--- src/rtl/mem_arbiter_pkg.sv ---
// Shared configuration for the instruction/data SRAM arbiter: state encodings,
// requester IDs, write-phase lengths and the per-phase SRAM strobe decode.
package mem_arbiter_pkg;

    localparam int ADDR_W = 16;
    localparam int DATA_W = 16;

    // Write phase lengths in clock cycles; CNT_W must hold the largest minus one.
    localparam int WSETUP_CYCLES = 1;
    localparam int WPULSE_CYCLES = 1;
    localparam int WHOLD_CYCLES  = 1;
    localparam int CNT_W         = 2;

    typedef enum logic [2:0] {
        S_IDLE   = 3'd0,
        S_RD     = 3'd1,
        S_WSETUP = 3'd2,
        S_WPULSE = 3'd3,
        S_WHOLD  = 3'd4
    } state_t;

    typedef enum logic {
        ID_IF  = 1'b0,
        ID_MEM = 1'b1
    } req_id_t;

    typedef struct packed {
        logic ce_n;
        logic oe_n;
        logic we_n;
        logic data_oe;
    } strobe_t;

    localparam strobe_t STROBE_IDLE = '{ce_n: 1'b1, oe_n: 1'b1, we_n: 1'b1, data_oe: 1'b0};

    // Strobe pattern the SRAM pins must show while the FSM sits in state s.
    function automatic strobe_t phase_strobes(input state_t s);
        strobe_t st;
        st = STROBE_IDLE;
        case (s)
            S_RD: begin
                st.ce_n = 1'b0;
                st.oe_n = 1'b0;
            end
            S_WSETUP, S_WHOLD: begin
                st.ce_n    = 1'b0;
                st.data_oe = 1'b1;
            end
            S_WPULSE: begin
                st.ce_n    = 1'b0;
                st.we_n    = 1'b0;
                st.data_oe = 1'b1;
            end
            default: st = STROBE_IDLE;
        endcase
        return st;
    endfunction

endpackage

--- src/rtl/mem_arbiter_sram_phy.sv ---
// SRAM pin stage: registers address, write data and strobes so the pins change
// only on clock edges and line up with the arbiter state they belong to.
module mem_arbiter_sram_phy
    import mem_arbiter_pkg::*;
(
    input  logic              clk,
    input  logic              rst,
    input  logic              load,
    input  logic [ADDR_W-1:0] addr,
    input  logic [DATA_W-1:0] wdata,
    input  strobe_t           strobe,
    output logic [ADDR_W-1:0] ram_addr,
    output logic [DATA_W-1:0] ram_wdata,
    output logic              ram_data_oe,
    output logic              ram_ce_n,
    output logic              ram_oe_n,
    output logic              ram_we_n
);

    // Address and data load only on grant, so they stay put for the whole access.
    always_ff @(posedge clk or negedge rst) begin
        if (!rst) begin
            ram_addr  <= '0;
            ram_wdata <= '0;
        end else if (load) begin
            ram_addr  <= addr;
            ram_wdata <= wdata;
        end
    end

    // Reset pulls we_n high immediately, cutting any write pulse in flight.
    always_ff @(posedge clk or negedge rst) begin
        if (!rst) begin
            ram_ce_n    <= 1'b1;
            ram_oe_n    <= 1'b1;
            ram_we_n    <= 1'b1;
            ram_data_oe <= 1'b0;
        end else begin
            ram_ce_n    <= strobe.ce_n;
            ram_oe_n    <= strobe.oe_n;
            ram_we_n    <= strobe.we_n;
            ram_data_oe <= strobe.data_oe;
        end
    end

endmodule

--- src/rtl/mem_arbiter.sv ---
// Arbitrates a fetch port and a data port onto one asynchronous SRAM; the data
// port has priority, reads take 2 cycles grant-to-ready and writes take 4.
module mem_arbiter
    import mem_arbiter_pkg::*;
(
    input  logic              clk,
    input  logic              rst,
    input  logic              if_req,
    input  logic [ADDR_W-1:0] if_addr,
    output logic [DATA_W-1:0] if_rdata,
    output logic              if_ready,
    input  logic              mem_read,
    input  logic              mem_write,
    input  logic [ADDR_W-1:0] mem_addr,
    input  logic [DATA_W-1:0] mem_wdata,
    output logic [DATA_W-1:0] mem_rdata,
    output logic              mem_ready,
    output logic              stall,
    output logic [ADDR_W-1:0] ram_addr,
    output logic [DATA_W-1:0] ram_wdata,
    input  logic [DATA_W-1:0] ram_rdata,
    output logic              ram_data_oe,
    output logic              ram_ce_n,
    output logic              ram_oe_n,
    output logic              ram_we_n
);

    state_t            state, state_nxt;
    req_id_t           id, id_nxt;
    logic [CNT_W-1:0]  cnt, cnt_nxt;
    logic              load;
    logic [ADDR_W-1:0] addr_nxt;
    logic [DATA_W-1:0] wdata_nxt;
    strobe_t           strobe_nxt;
    logic              if_pend, mem_pend;

    // A requester showing ready this cycle is still holding its old request.
    assign if_pend  = if_req & ~if_ready;
    assign mem_pend = (mem_read | mem_write) & ~mem_ready;
    assign stall    = if_pend | mem_pend;

    always_ff @(posedge clk or negedge rst) begin
        if (!rst) begin
            state <= S_IDLE;
            id    <= ID_IF;
            cnt   <= '0;
        end else begin
            state <= state_nxt;
            id    <= id_nxt;
            cnt   <= cnt_nxt;
        end
    end

    always_comb begin
        state_nxt = state;
        id_nxt    = id;
        cnt_nxt   = cnt;
        load      = 1'b0;
        addr_nxt  = mem_addr;
        wdata_nxt = mem_wdata;
        case (state)
            S_IDLE: begin
                if (mem_pend) begin
                    load      = 1'b1;
                    id_nxt    = ID_MEM;
                    state_nxt = mem_write ? S_WSETUP : S_RD;
                end else if (if_pend) begin
                    load      = 1'b1;
                    id_nxt    = ID_IF;
                    addr_nxt  = if_addr;
                    state_nxt = S_RD;
                end
            end
            S_RD: state_nxt = S_IDLE;
            S_WSETUP: begin
                if (cnt == CNT_W'(WSETUP_CYCLES - 1)) begin
                    cnt_nxt   = '0;
                    state_nxt = S_WPULSE;
                end else begin
                    cnt_nxt = cnt + CNT_W'(1);
                end
            end
            S_WPULSE: begin
                if (cnt == CNT_W'(WPULSE_CYCLES - 1)) begin
                    cnt_nxt   = '0;
                    state_nxt = S_WHOLD;
                end else begin
                    cnt_nxt = cnt + CNT_W'(1);
                end
            end
            S_WHOLD: begin
                if (cnt == CNT_W'(WHOLD_CYCLES - 1)) begin
                    cnt_nxt   = '0;
                    state_nxt = S_IDLE;
                end else begin
                    cnt_nxt = cnt + CNT_W'(1);
                end
            end
            default: begin
                cnt_nxt   = '0;
                state_nxt = S_IDLE;
            end
        endcase
        strobe_nxt = phase_strobes(state_nxt);
    end

    // Completion stage: readies and read data land the cycle after RD/WHOLD ends.
    always_ff @(posedge clk or negedge rst) begin
        if (!rst) begin
            if_ready  <= 1'b0;
            mem_ready <= 1'b0;
            if_rdata  <= '0;
            mem_rdata <= '0;
        end else begin
            if_ready  <= (state == S_RD) && (id == ID_IF);
            mem_ready <= ((state == S_RD) && (id == ID_MEM)) ||
                         ((state == S_WHOLD) && (state_nxt == S_IDLE));
            if (state == S_RD && id == ID_IF)
                if_rdata <= ram_rdata;
            if (state == S_RD && id == ID_MEM)
                mem_rdata <= ram_rdata;
        end
    end

    mem_arbiter_sram_phy sram_phy (
        .clk         (clk),
        .rst         (rst),
        .load        (load),
        .addr        (addr_nxt),
        .wdata       (wdata_nxt),
        .strobe      (strobe_nxt),
        .ram_addr    (ram_addr),
        .ram_wdata   (ram_wdata),
        .ram_data_oe (ram_data_oe),
        .ram_ce_n    (ram_ce_n),
        .ram_oe_n    (ram_oe_n),
        .ram_we_n    (ram_we_n)
    );

endmodule
--- config.mk ---
export PLATFORM = sky130hd
export DESIGN_NAME = mem_arbiter
export DESIGN_NICKNAME = d
export VERILOG_FILES = /design/src/rtl/mem_arbiter_pkg.sv /design/src/rtl/mem_arbiter_sram_phy.sv /design/src/rtl/mem_arbiter.sv
export SDC_FILE = /design/constraint.sdc
export NUM_CORES = 1
export LEC_CHECK = 0
export ABC_CLOCK_PERIOD_IN_PS = 5200
export CAP_MARGIN = 30
export CORE_ASPECT_RATIO = 1.2
export CORE_MARGIN = 2
export CORE_UTILIZATION = 47
export DETAILED_ROUTE_END_ITERATION = 12
export GPL_ROUTABILITY_DRIVEN = 1
export PLACE_DENSITY = 0.85
export SLEW_MARGIN = 20
export SYNTH_ARGS = -nofsm -noshare
export SYNTH_HDL_FRONTEND = slang
export SYNTH_HIERARCHICAL = 1
export SYNTH_SLANG_ARGS = --single-unit
--- constraint.sdc ---
create_clock -name clk -period 5.2 [get_ports clk]
set_input_delay 1.04 -clock clk [delete_from_list [all_inputs] [get_ports clk]]
set_output_delay 1.04 -clock clk [all_outputs]
set_load 0.02 [all_outputs]
==> results by stage <==
Pwr:
- The worst-case vdd ir drop is 0.374 mV.
- The ratio of total power to cell area is 662 nW/um2.
- The analysis attributes to cell leakage a power of 2.21 nW.

Critical path:
- The critical path required time is 4.16 ns.
- The startpoint kind of the worst setup timing path is a primary input.
- The slowest library cell on the worst path is clkdlybuf4s50_1.
- Counting stages on the worst path, the most repeated cell is clkdlybuf4s50_1.
- The type of element capturing the critical path is an output pin.
- In this run the worst path has a maximum fanout of 4.
- Data arrives at the worst endpoint at 2.72 ns.
- The endpoint identified for the worst register-to-register timing path is sram_phy/ram_wdata[15].
- The worst register-to-register path begins at state[1].
- The worst register-to-register path has a depth of 4.
- Walking the worst path, the cells encountered are clkdlybuf4s50_1, o21bai_1, nand2_1, clkdlybuf4s50_1.
- The startpoint-to-endpoint class of the critical path is primary input to output pin.
- Broken down by cell family, the worst path's largest delay share belongs to buffers and inverters.
- The number of buffers and inverters on the critical path is 2.
- The highest cell delay on the worst timing path is 0.60 ns.
- The flop-to-flop setup slack is 2.97 ns.

Final layout:
- The cell area after layout is 5130 um2.
- The area added between synthesis and finish is 48.0%.
- The number of antenna diodes is 0.
- Fill cells in the final layout number 509.
- The net count of the finished layout is 425.
- In the final layout, the share of cells above drive strength 1 is 0.306.
- The final cell count without fillers is 449.

Clocking:
- Post-CTS timing repair inserted 0 buffers for setup.
- TritonCTS created 9 clock buffers.
- The clock passes through at most 2 buffers.
- The number of sinks on the clock net is 76.
- The clock transition at the registers of the reported paths is 0.07 ns.
- The insertion delay to the later sink of the worst-skew pair is 0.32 ns.
- The H-tree was split into 3 levels.
- The TritonCTS clock tree is built.
- The buffer cell driving the clock tree root is clkbuf_8.
- The hold-fix buffer count after cts is 0.
- In this run, post-CTS repair resized a total of 0 instances.

Timing:
- The worst setup slack after layout is 1.44 ns.
- Setup repair after global routing left no endpoint under its margin.
- After layout, the minimum clock period comes to 3.76 ns.
- The slew at the pin closest to its max-slew limit is 0.867 ns.
- The clock skew is 0.00818 ns.
- The maximum achievable frequency is 266 MHz.
- The final total negative setup slack is 0 ns.
- The number of slew-limit violations in the final report is 0.
- Setup violations remaining at the end of the flow were counted as 0.
- In this run the tightest slew margin relative to its limit is 0.420.
- Dividing the final minimum period by the clock period gives 0.724.
- The worst hold margin is 0.510 ns.
- The final hold violation count is 0.

Floorplan:
- The number of primary I/O pins is 140.
- For this configuration, the core starts out at a cell density of 0.482.
- The area enclosed by the die boundary is 8090 um2.
- In this run the horizontal extent of the chip is 82.4 um.
- In this run the core area contains 34 standard-cell rows.
- The die height is 98.1 um.
- The core region is 7190 um2.

Synth:
- Counting flops and latches in the post-synthesis netlist gives 76.
- When the netlist entered floorplanning its net count stood at 282.
- For this run, the number of Yosys warnings is 6.
- The proportion of synthesized flip-flops having asynchronous set or reset is 1.00.
- The number of library cell types mapped by synthesis is 27.
- The share of the yosys chip area belonging to registers is 0.549.
- The mean post-synth cell area is 16.4 um2.
- The dominant synthesized flop cell is dfrtp_1.
- The count of flip-flops with a built-in enable after synthesis is 0.
- After technology mapping, the gate count stands at 211.
- In this run the cell area of the synthesized design comes to 3470 um2.

Worst hold path:
- The launch point of the worst hold path is if_rdata[15].
- For hold timing, the worst endpoint is if_rdata[15].
- The kind of path behind the tightest hold check is flip-flop to flip-flop.
- The hold path depth is 1.

Place:
- Summed over all nets, the half-perimeter wirelength after detailed placement is 5290 um.
- The post-place instance area is 4860 um2.
- The worst setup timing slack at the placement stage is 1.50 ns.
- The total placed cells including tap cells is 432.
- The routability congestion estimate is 0.707.
- The count of buffers added on input and output ports is 139.

GRT:
- The total overflow left after global routing is 0.
- The first global-routing pass estimated 11900 um of wire.
- The pin count of the biggest net entering global routing is 77.
- The number of antenna violations at the first check in global routing is 0.
- Across every metal layer, demand over resource in global routing totals 0.193.
- The via count of the first global-routing pass is 2340.

Routing:
- The highest metal layer used by the detailed router is met4.
- The detailed router finished its first iteration with 81 violations.
- The routed wire length on met3 is 607 um.
- Summed over all nets, wire length on met2 after detailed routing comes to 3780 um.
- The total number of vias is 2223.
- In the final routing, the length of wire on met1 measures 3050 um.
- The remaining design rule violation count is 0.
- The final layout contains routed wiring with a total length of 7490 um.
- The remaining antenna violation count after routing is 0.
- Dividing the detail-routed wire length by the instance count gives 16.7 um.
- The ratio of routed vias to standard cells is 4.95.
- The pre-antenna-repair detailed-routing pass consisted of 4 iterations.

Job:
- The number of violations of the max-capacitance limit is 0.

Outcome:
- The run finished with clean final reports.
-- power breakdown --
part	switching, mW	internal, mW	leakage (nW)	total [mW]
Clock	0.204	0.345	0.127	0.549
Sequential	0.190	0.888	0.903	1.08
Combinational	0.757	1.02	1.18	1.77
Total	1.15	2.25	2.21	3.40
-- layout by cell type, fill, tap and decap left out --
master,n
clkdlybuf4s50_1,138
dfrtp_1,73
mux2_4,50
mux2_2,30
clkbuf_8,11
o21ai_0,6
nand2_1,5
a21oi_1,5
nor3b_1,3
nor2_1,3
nand3b_1,3
bufinv_16,3
dfstp_2,3
nor3_4,2
nand2b_1,2
inv_1,2
mux2i_1,2
ha_1,2
buf_4,2
o21bai_1,1
nor2b_1,1
nand3_4,1
nand2b_4,1
or3_1,1
xor2_1,1
o21ba_2,1
a21oi_4,1
o221a_2,1
nor3b_4,1
clkinv_2,1
clkbuf_1,1
buf_8,1
buf_12,1
-- through the flow --
stage,utilization,power (mW)
global placement,0.674,2.82
finish,0.714,3.40
CTS,0.711,3.44
detailed placement,0.676,2.87
global route,0.714,3.58
floorplan,-,2.20
-- synth_stat cells (all sizes together), types with 2 or more instances --
library cell	instances	area [um2]
mux2	80	1090
dfrtp	73	1830
buf	10	141
a21oi	6	30.0
o21ai	6	30.0
nand2	5	18.8
nor3b	4	41.3
dfstp	3	78.8
nand2b	3	26.3
nand3b	3	22.5
nor2	3	11.3
ha	2	25.0
inv	2	7.51
mux2i	2	20.0
nor3	2	32.5
-- worst max-delay path by stage --
stage / start / end / slack [ns] / cells past startpoint
floorplan: mem_read / stall / 2.60 / 2
global placement: mem_write / stall / 1.52 / 4
detailed placement: mem_write / stall / 1.50 / 4
CTS: mem_write / stall / 1.42 / 4
global route: mem_write / stall / 1.34 / 4
finish: mem_write / stall / 1.44 / 4
-- metal layers --
layer | vias up | GRT usage
met3 | 6 | 0.0564
met5 | - | 0
li1 | 1034 | -
met2 | 89 | 0.323
met1 | 1094 | 0.241
met4 | 0 | 0.0500
-- area by class of cell --
cell class              count  area [um2]  share of cell area
clock buffers              12         155              0.0302
repair buffers            142        1430               0.279
well taps                  90         113              0.0219
flip-flops and latches     76        1910               0.371
multi-input cells         123        1430               0.278
clock inverters             4        95.1              0.0185
inverters                   2        7.51             0.00146
-- cell families after synthesis --
logic type | Yosys count | share of synthesized area
AOI/OAI and AO/OA | 15 | 0.0256
xor gates and xnor gates | 1 | 0.00253
adders and majority gates | 2 | 0.00721
buffers and inverters | 12 | 0.0429
DFF | 76 | 0.549
muxes | 82 | 0.320
and+or+nand+nor | 23 | 0.0527
-- sequential cells by signal, indices dropped and copies added, names as in the netlist --
name	count
mem_rdata	16
sram_phy/ram_we_n	1
sram_phy/ram_addr	16
sram_phy/ram_data_oe	1
sram_phy/ram_oe_n	1
cnt	2
sram_phy/ram_wdata	16
sram_phy/ram_ce_n	1
if_rdata	16
state	3
mem_ready	1
id	1
if_ready	1
Power figures use the tool's default switching activity.
